==> src/rtl/risc16_alu_arbiter.sv <==
// Round-robin arbiter sharing one RiSC16 ALU between two requesters, one response buffer each.
// Latency: request granted combinationally; its response is valid the cycle after acceptance.
// Backpressure: a full buffer that is not draining blocks its requester; drain plus accept keeps full rate.
module risc16_alu_arbiter #(
    parameter int WORD_LENGTH = 16,
    parameter int FUNCT_LEN   = 3,
    parameter logic [FUNCT_LEN-1:0] ALU_ADD = '0
) (
    input  logic                   clk,
    input  logic                   reset_n,
    input  logic [1:0]             req_valid,
    output logic [1:0]             req_ready,
    input  logic [WORD_LENGTH-1:0] req0_src1,
    input  logic [WORD_LENGTH-1:0] req0_src2,
    input  logic [FUNCT_LEN-1:0]   req0_funct,
    input  logic [WORD_LENGTH-1:0] req1_src1,
    input  logic [WORD_LENGTH-1:0] req1_src2,
    input  logic [FUNCT_LEN-1:0]   req1_funct,
    output logic [1:0]             rsp_valid,
    input  logic [1:0]             rsp_ready,
    output logic [WORD_LENGTH-1:0] rsp0_result,
    output logic                   rsp0_state,
    output logic [WORD_LENGTH-1:0] rsp1_result,
    output logic                   rsp1_state,
    output logic [WORD_LENGTH-1:0] alu_src1,
    output logic [WORD_LENGTH-1:0] alu_src2,
    output logic [FUNCT_LEN-1:0]   alu_funct,
    input  logic [WORD_LENGTH-1:0] alu_result,
    input  logic                   alu_state
);

    logic [1:0] eligible;
    logic [1:0] grant;
    logic [1:0] accept;
    logic       rr_last;

    // A full buffer may take a new result only when it is being drained in the same cycle.
    assign eligible = req_valid & (~rsp_valid | rsp_ready);

    always_comb begin
        grant = eligible;
        if (eligible == 2'b11) begin
            grant = rr_last ? 2'b01 : 2'b10;
        end
    end

    assign req_ready = reset_n ? grant : 2'b00;
    assign accept    = req_valid & req_ready;

    always_comb begin
        alu_src1  = '0;
        alu_src2  = '0;
        alu_funct = ALU_ADD;
        if (req_ready[0]) begin
            alu_src1  = req0_src1;
            alu_src2  = req0_src2;
            alu_funct = req0_funct;
        end else if (req_ready[1]) begin
            alu_src1  = req1_src1;
            alu_src2  = req1_src2;
            alu_funct = req1_funct;
        end
    end

    always_ff @(posedge clk or negedge reset_n) begin
        if (!reset_n) begin
            rsp_valid   <= 2'b00;
            rsp0_result <= '0;
            rsp0_state  <= 1'b0;
            rsp1_result <= '0;
            rsp1_state  <= 1'b0;
            rr_last     <= 1'b1;
        end else begin
            if (accept[0]) begin
                rsp0_result  <= alu_result;
                rsp0_state   <= alu_state;
                rsp_valid[0] <= 1'b1;
            end else if (rsp_ready[0]) begin
                rsp_valid[0] <= 1'b0;
            end

            if (accept[1]) begin
                rsp1_result  <= alu_result;
                rsp1_state   <= alu_state;
                rsp_valid[1] <= 1'b1;
            end else if (rsp_ready[1]) begin
                rsp_valid[1] <= 1'b0;
            end

            if (accept[0]) begin
                rr_last <= 1'b0;
            end else if (accept[1]) begin
                rr_last <= 1'b1;
            end
        end
    end

endmodule
==> config.mk <==
export PLATFORM = sky130hd
export DESIGN_NAME = risc16_alu_arbiter
export DESIGN_NICKNAME = d
export VERILOG_FILES = /design/src/rtl/risc16_alu_arbiter.sv
export SDC_FILE = /design/constraint.sdc
export NUM_CORES = 1
export LEC_CHECK = 0
export BUFFER_PORTS_ARGS = -buffer_cell sky130_fd_sc_hd__clkbuf_2
export CAP_MARGIN = 20
export CORE_MARGIN = 4
export CORE_UTILIZATION = 39
export DETAILED_ROUTE_END_ITERATION = 8
export GPL_TIMING_DRIVEN = 0
export PLACE_DENSITY = 0.84
export SETUP_SLACK_MARGIN = 0.3
export SLEW_MARGIN = 30
export SYNTH_ARGS = -nofsm -noshare
export SYNTH_HDL_FRONTEND = slang
export SYNTH_SLANG_ARGS = --single-unit
==> constraint.sdc <==
create_clock -name clk -period 2.1 [get_ports clk]
set_input_delay 0.105 -clock clk [delete_from_list [all_inputs] [get_ports clk]]
set_output_delay 0.105 -clock clk [all_outputs]
set_load 0.005 [all_outputs]
---- Word level (Yosys, flattened, before mapping) ----
Cells that the tools add are included.
storage, ports and cells
  flip-flop bits (word level) ............. 37
  bits in latches ......................... 0
  memory bits (writable) .................. 0
  memory bits (read-only) ................. 0
  bits of input ports ..................... 93
  output and inout bits ................... 73
  logic and storage cells ................. 30
  memories kept ........................... 0
operators by class
  add/sub/neg operators ................... 0
  multiply operators ...................... 0
  div/mod/pow operators ................... 0
  $lt $le $gt $ge ......................... 0
  eq/ne operators ......................... 1
  shifts and indexed selects .............. 0
  mux-type cells .......................... 15
  bitwise gates (word level) .............. 4
  reductions and logical operators ........ 3
operators by type and width
  operator              count
  $mux W16              4
  $mux W1               6
  $mux W2               3
  $mux W3               2
  $reduce_bool A2 Y1    3
  $and A2 B2 Y2         2
  $eq A2 B2 Y1 const B  1
  $not A2 Y2            1
  $or A2 B2 Y2          1

---- Longest topological paths before layout ----
Gate-level depths: netlist (run 1).
  word-level depth ........................ 9
  mapped depth ............................ 6

---- Least setup slack after synthesis (run 1) ----
Ideal clock, no wire load.
  kind .................................... register to register
  from .................................... register rr_last
  to ...................................... register rsp0_result[10]
  setup time .............................. 125 ps
  arrival time ............................ 1549 ps
  data required time ...................... 1975 ps
  path slack .............................. 425 ps
  cell stages (with the launch flop) ...... 5
  buffers on the path ..................... 1
  clock period less this slack ............ 1675 ps
  cell sequence ........................... dfstp_2 nor2b_4 a211oi_4 buf_8 mux2_4
on the way
  word-level cells in the longest chain between the ends .. 4
RTL lines
  item                    line  RTL
  from (decl)             35    logic rr_last;
  from (signal assigned)  72    rr_last <= 1'b1;
  from (signal assigned)  91    rr_last <= 1'b0;
  from (signal assigned)  93    rr_last <= 1'b1;
  $mux W2                 43    grant = rr_last ? 2'b01 : 2'b10;
  $mux W2                 42    if (eligible == 2'b11) begin
  $mux W2                 47    assign req_ready = reset_n ? grant : 2'b00;
  named net req_ready[0]  12    output logic [1:0] req_ready,
  $and A2 B2 Y2           48    assign accept = req_valid & req_ready;
  to (signal assigned)    75    rsp0_result <= alu_result;
  to (decl)               21    output logic [WORD_LENGTH-1:0] rsp0_result,
The timed path passes the listed nets, and every way through them passes these cells.
A chain may end at the register's enable or synchronous reset.

---- Worst setup path after layout (run 1) ----
  from .................................... register rr_last
  to ...................................... output port alu_funct[0]
on the way
  word-level cells in the longest chain between the ends .. 5
RTL lines
  item         line  RTL
  $mux W2 (*)  43
  $mux W2 (*)  42
  $mux W2 (*)  47
  $mux W3      58    end else if (req_ready[1]) begin
  $mux W3 (*)  54    if (req_ready[0]) begin
  to (decl)    27    output logic [FUNCT_LEN-1:0] alu_funct,
Every way passes the cells marked *; elsewhere a longest branch is shown, timed or not.

==> metrics, run 1 <==
outcome finished clean; synth warn 0; CTS tree done; cts bufs inserted 5; clk slew on worst S/H paths 70 ps; Post-Syn Nets 305; final setup fails 0; routed wire length 7.77 mm; Final Wtd Congestion 0.865; Hold Fails Final Rpt 0; LEAKAGE 1.91 nW; via/cell ratio 5.07; fin nets 499; GR Overflow Total 0; Synth Area in Simple Gates 16.7%; critical path arrival 1770 ps; P&R area growth vs syn 74.3%; Critical Path Start rr_last$_DFFE_PN1P_; first-pass GRT wire length 11.0 mm; number of global-route vias before repair 2,270; post-route cell area 3630 sq um; XOR/XNOR Fraction of Synth Area 0%; antenna viol nets, final 0; skew final 14.1 ps; gr usage total 22.2%; area of placed instances 3000 sq um; cell count after synthesis 212; Mapped Avg Cell Area 9.82 sq um; relative slew slack 66.5%; length in cells of the worst reg-to-reg path 8; DR vias 2,417; min cycle time layout 1870 ps; ratio of cells with drive above 1 in the final layout 65.8%; Synth Area in Compound Gates 13.6%; drt pass-1 iters 4; Max Cap Viol 0; final number of max-transition violations 0; CP Capture Type output pin; worst-path fanout max 10; DRT iter0 DRCs 133; Tot Pwr 0.00276 W; RSZ-0062 raised after global routing yes; mux cell area share after synthesis 19.8%; Initial Utilization 40.5%; Hold Path Stages 2; startpoint types register; CTS H-tree lvls 2; reg2reg setup slack 230 ps; WS Path Type register to output pin; worst hold start alu_result[5]; Core Region 5140 sq um; die width 81.1 um; Pwr Density 761 nW/um^2; n_diodes 0; Req. time, crit path 2000 ps; final hold slack 34.6 ps; largest net degree at the start of global routing 38; row count 26; PortBufs 165; clock latency on the worst-skew pair 300 ps; Final period util 89.1%; die area 6570 sq um; initial antenna violation count 0; Hold Path End rsp1_result[5]$_DFFE_PN0P_; Seq/Total Area, Yosys 44.5%; largest family of logic cells by synthesized area multiplexers; fill cell count 411; total clock sinks 37; Worst VDD drop 0.690 mV; worst-margin pin slew 502 ps; Critical R2R Capture rsp0_result[11]$_DFFE_PN0P_; Max Clock Freq 0.534 GHz; per-cell routed wire length 16.3 um; CTS Root Cell clkbuf_8; Min-Delay Path Class input port to register; synthesis-stage register bit count 37; Adder-Cell Fraction of Synth Area 0%; die height 81.1 um; Top Ports 166; CTS Buffer Depth 2; DRC violations left 0; Final HPWL DP 5.38 mm; area of the mapped netlist 2080 sq um; library cells used by synthesis 25; reg2reg start rsp_valid[0]$_DFFE_PN0P_
-- per-stage QoR --
step / worst slack, ps / TNS [ps] / cells / util (%)
after floorplan: 425 / 0 / 212 / -
after global placement: -373 / -7630 / 447 / 58.3
after detailed placement: -452 / -11420 / 447 / 58.3
after CTS: 226 / 0 / 466 / 66.9
after global routing: 156 / 0 / 477 / 70.6
final: 229 / 0 / 477 / 70.6
-- Yosys cell counts (all sizes together) --
| cell type | n | area (sq um) |
|---|---|---|
| a211o | 1 | 10.0 |
| a211oi | 1 | 20.0 |
| and2 | 1 | 6.26 |
| buf | 8 | 65.1 |
| clkbuf | 11 | 41.3 |
| dfrtp | 36 | 901 |
| dfstp | 1 | 26.3 |
| inv | 1 | 3.75 |
| mux2 | 34 | 413 |
| nand2 | 73 | 282 |
| nand2b | 1 | 13.8 |
| nor2b | 3 | 33.8 |
| o211a | 1 | 10.0 |
| o211ai | 1 | 12.5 |
| o21ai | 1 | 5.00 |
| o22ai | 35 | 219 |
| o31ai | 1 | 7.51 |
| or2 | 2 | 12.5 |
-- cell type report --
class	count	area (sq um)	area share, %
well taps	70	87.6	2.41
clock buffers	5	68.8	1.90
clock inverters	3	43.8	1.21
flip-flops and latches	37	927	25.6
multi-input cells	155	1250	34.6
plain buffers	19	191	5.28
inverters	1	3.75	0.103
repair buffers	187	1050	29.0
-- logic make-up after synthesis --
group                  count (synthesis)
and+or+nand+nor                       80
DFF                                   37
buffers and inverters                 20
muxes                                 34
AOI/OAI and AO/OA                     41
-- cell usage in the layout, fill, tap and decap left out, types with 2 or more instances in the layout --
| master | n |
|---|---|
| buf_12 | 4 |
| buf_2 | 20 |
| buf_4 | 16 |
| buf_6 | 6 |
| buf_8 | 5 |
| clkbuf_1 | 7 |
| clkbuf_2 | 145 |
| clkbuf_8 | 6 |
| dfrtp_1 | 36 |
| mux2_1 | 8 |
| mux2_2 | 14 |
| mux2_4 | 12 |
| nand2_1 | 72 |
| nor2b_4 | 2 |
| o22ai_1 | 9 |
| o22ai_2 | 23 |
| o22ai_4 | 3 |
| or2_2 | 2 |
-- what timing repair did --
item / CTS / global route
setup endpoints to repair: 73 / 46
buffers inserted: 8 / 9
pin swaps: 4 / 2
hold buffers: 2 / 0
cloned: 1 / 2
endpoints found under the hold margin: 37 / 0
resized for setup: 48 / 38
-- routing by layer --
layer  share of wire, %  global-route usage, %  vias to the layer above
met5                  0                      0                        -
met4                2.9                   9.63                        0
met1                 38                   26.2                     1162
li1                   -                      -                     1131
met2                 54                   39.7                       98
met3                5.5                   3.44                       26
-- where the power goes --
group | leakage (nW) | internal, W | switching [W]
registers | 0.435 | 0.000913 | 0.000114
clock network | 0.0585 | 0.000355 | 0.000258
logic | 1.41 | 0.000640 | 0.000479
-- worst max-delay path by stage --
stage	slack (ps)	endpoint	cells past startpoint
2_1_floorplan	430	rsp0_result[10]$_DFFE_PN0P_	4
3_3_place_gp	-370	rsp0_result[11]$_DFFE_PN0P_	6
3_5_place_dp	-450	rsp0_result[11]$_DFFE_PN0P_	6
4_1_cts	230	alu_src1[6]	6
5_1_grt	160	alu_funct[0]	7
6_report	230	alu_funct[0]	6
-- flip-flops by register name (all words and copies together) (netlist names) --
register / flops
rsp0_result: 16
rsp0_state: 1
rsp1_state: 1
rr_last: 1
rsp1_result: 16
rsp_valid: 2
-- critical path: stages (launching register included) --
cell	delay (ps)
dfstp_2	570
nor2b_4	50
a211o_2	300
buf_8	150
buf_12	150
o22ai_4	120
clkbuf_2	140
No activity file was read; power rests on OpenSTA's default activity.
==> run 2, diff against run 1 <==
- ABC_AREA: not set -> 1
- CORE_UTILIZATION: 39 -> 40
- PLACE_DENSITY: 0.84 -> 0.85
==> run 2 against run 1 <==
  * Critical path type is now input port to output pin
  * Design area decreased by 11%
  * Die area about the same
  * Clock skew decreased by 9.4 ps
  * Sequential cell count unchanged
  * Global-route usage about the same
  * Final cell count increased by 12%
==> metrics, run 2 <==
Final period util 81.8% (-7.3 points); largest area contributor in the netlist dfrtp_1; CTS tree done; fill cell count 511 (+24%); cts bufs inserted 5 (unchanged); Req. time, crit path 2000 ps (about the same); synthesis-stage register bit count 37 (unchanged); DRC violations left 0 (unchanged); largest net degree at the start of global routing 37 (-2.6%); Initial Utilization 41.6% (+1.0 points); EDFF count, synth 0 (unchanged); initial antenna violation count 0 (unchanged); area of the mapped netlist 2140 sq um (+2.6%); drt pass-1 iters 4 (unchanged); fin util 62.6% (-8.0 points); CTS Root Cell clkbuf_8; LEAKAGE 2.03 nW (+6.3%); clock latency on the worst-skew pair 280 ps (-20 ps); die height 81.1 um (about the same); die area 6570 sq um (about the same); antenna viol nets, final 0 (unchanged); DRT iter0 DRCs 95 (-29%); Regs by FF count rsp0_result x16, rsp1_result x16, rsp_valid x2; first-pass GRT wire length 11.5 mm (+4.2%); final non-filler cell total 533 (+12%); via/cell ratio 5.01 (-1.1%); Post-Syn Nets 381 (+25%); cell count after synthesis 288 (+36%); count leader, synth nand2_1; CTS Buffer Depth 2 (unchanged); clk slew on worst S/H paths 70 ps (about the same); commonest non-fill, non-tap cell in the layout clkbuf_2; number of global-route vias before repair 2,490 (+9.7%); routed wire length 7.52 mm (-3.3%); Max Clock Freq 0.582 GHz (+9.0%); GR Overflow Total 0 (unchanged); delay-heaviest family, CP buffers and inverters; Hold Fails Final Rpt 0 (unchanged); min cycle time layout 1720 ps (-154 ps); post-route cell area 3220 sq um (-11%); PortBufs 165 (unchanged); Critical Path Slowest Stage Cell dlygate4sd3_1; Core Region 5140 sq um (unchanged); synth warn 0 (unchanged); Max Cap Viol 0 (unchanged); final setup fails 0 (unchanged); final number of max-transition violations 0 (unchanged); Yosys top cell area share 42.2% (-1.1 points); Final HPWL DP 5.88 mm (+9.3%); final hold slack 59.2 ps (+24.6 ps); P&R area growth vs syn 50.7%; Seq/Total Area, Yosys 43.4% (-1.1 points); skew final 4.68 ps (-9.39 ps); ratio of cells with drive above 1 in the final layout 44.7% (-21 points); total clock sinks 37 (unchanged); worst-path fanout max 10 (unchanged); outcome finished clean; RSZ-0062 raised after global routing no; Post-CTS Setup Bufs 0 (-8); CP Buf/Inv Count 5 (+2); n_diodes 0 (unchanged); CP Capture Type output pin; Cells after DPL 523 (+17%); Final Wtd Congestion 0.746 (-14%); Top Ports 166 (unchanged); Mapped Avg Cell Area 7.42 sq um (-24%); most frequent cells in the layout 164 x clkbuf_2, 106 x nand2_1, 105 x nand3_1; worst-margin pin slew 209 ps (-294 ps); area of placed instances 3050 sq um (+1.8%); Worst VDD drop 0.436 mV (-37%); gr usage total 22.2% (about the same); Synth area leaders dfrtp_1 42%, nand3_1 25%, nand2_1 19%, buf_4 3.5%, buf_2 2.3%; Async SR Flop Fraction 100% (unchanged); Pwr Density 745 nW/um^2 (-2.1%); Worst path max stage delay 530 ps (-40 ps); top_reg_cell synth dfrtp_1; WS Path Type input port to output pin; fin nets 555 (+11%); DR vias 2,671 (+11%); row count 26 (unchanged); critical path arrival 1610 ps (-160 ps); Fin Setup TNS 0 ps (unchanged); crit path cell chain dlygate4sd3_1 > clkbuf_4 > inv_2 > nor2_8 > buf_4 > nand3_1 > nand2_1 > clkbuf_2; die width 81.1 um (about the same); startpoint types input port; relative slew slack 86.1% (+20 points); per-cell routed wire length 14.1 um (-13%); library cells used by synthesis 14 (-44%); CTS H-tree lvls 2 (unchanged); Min-Delay Path Class input port to register; Commonest cells post-synth 106 x nand2_1, 105 x nand3_1, 36 x dfrtp_1, 10 x buf_2, 10 x buf_4
==> run 2: changes by cell type in the layout (fill, tap and decap cells not counted), sizes merged, moves of 5 or more <==
cell    previous run  this run
nand3              0       107
nand2             73       112
o22ai             35         0
mux2              34         0
buf               51        20
clkbuf           159       175
inv                2         7
==> run 2: path summary, 6_finish.rpt <==
check | startpoint | endpoint | slack [ps] | cells past startpoint
setup / recovery | reset_n | alu_src2[7] | 380 | 8
setup reg to reg | rsp_valid[1]$_DFFE_PN0P_ | rsp1_result[4]$_DFFE_PN0P_ | 770 | 7
hold / removal | alu_result[5] | rsp0_result[5]$_DFFE_PN0P_ | 60 | 3
max in group asynchronous | reset_n | rsp0_result[1]$_DFFE_PN0P_ | 1510 | 3
hold reg to reg | rsp1_result[8]$_DFFE_PN0P_ | rsp1_result[8]$_DFFE_PN0P_ | 470 | 2
min in group asynchronous | reset_n | rr_last$_DFFE_PN1P_ | 390 | 2
==> run 2: timing repair <==
action,in CTS,in global routing
endpoints found under the setup margin,37,35
pin swaps,0,1
cloned,0,0
hold buffers,2,0
gates resized for setup,1,7
hold endpoints to repair,36,0
==> run 2: cell families (layout without fill, tap and decap cells) <==
logic type,count (synthesis),count (layout),synth area share [%]
flops,37,37,43.4
buf+inv,29,204,8.14
simple gates,222,222,48.4
==> run 2: power by group <==
group          leakage [nW]  switching (W)  internal (W)  total [W]
clock network        0.0585       0.000248      0.000387   0.000635
logic                  1.51       0.000439      0.000357   0.000796
registers             0.458      0.0000907      0.000875   0.000966
==> run 2: stage by stage <==
step                setup slack [ps]  total power, W
global route                     304         0.00256
floorplan                        941         0.00133
finish                           383         0.00240
detailed placement              81.4         0.00177
CTS                              324         0.00241
global placement                 135         0.00173
==> run 2: final cells by class <==
cell class / instances / area, sq um / share of cell area [%]
multi-input cells: 222 / 1040 / 32.4
flip-flops and latches: 37 / 927 / 28.8
repair buffers: 167 / 858 / 26.7
plain buffers: 22 / 161 / 5.01
well taps: 70 / 87.6 / 2.72
clock buffers: 7 / 86.3 / 2.68
clock inverters: 1 / 30.0 / 0.933
inverters: 7 / 26.3 / 0.816
==> run 2: tightest hold or removal path: stages <==
cell	delay, ps
clkbuf_2	90
nand3_1	70
nand2_1	50
==> run 2: metal layers <==
metal,GRT usage [%],part of all wire (%),up-vias
li1,-,-,1297
met1,24.3,37,1235
met2,41.9,52,125
met3,5.99,9.6,14
met4,5.91,1.5,0
met5,0,0,-
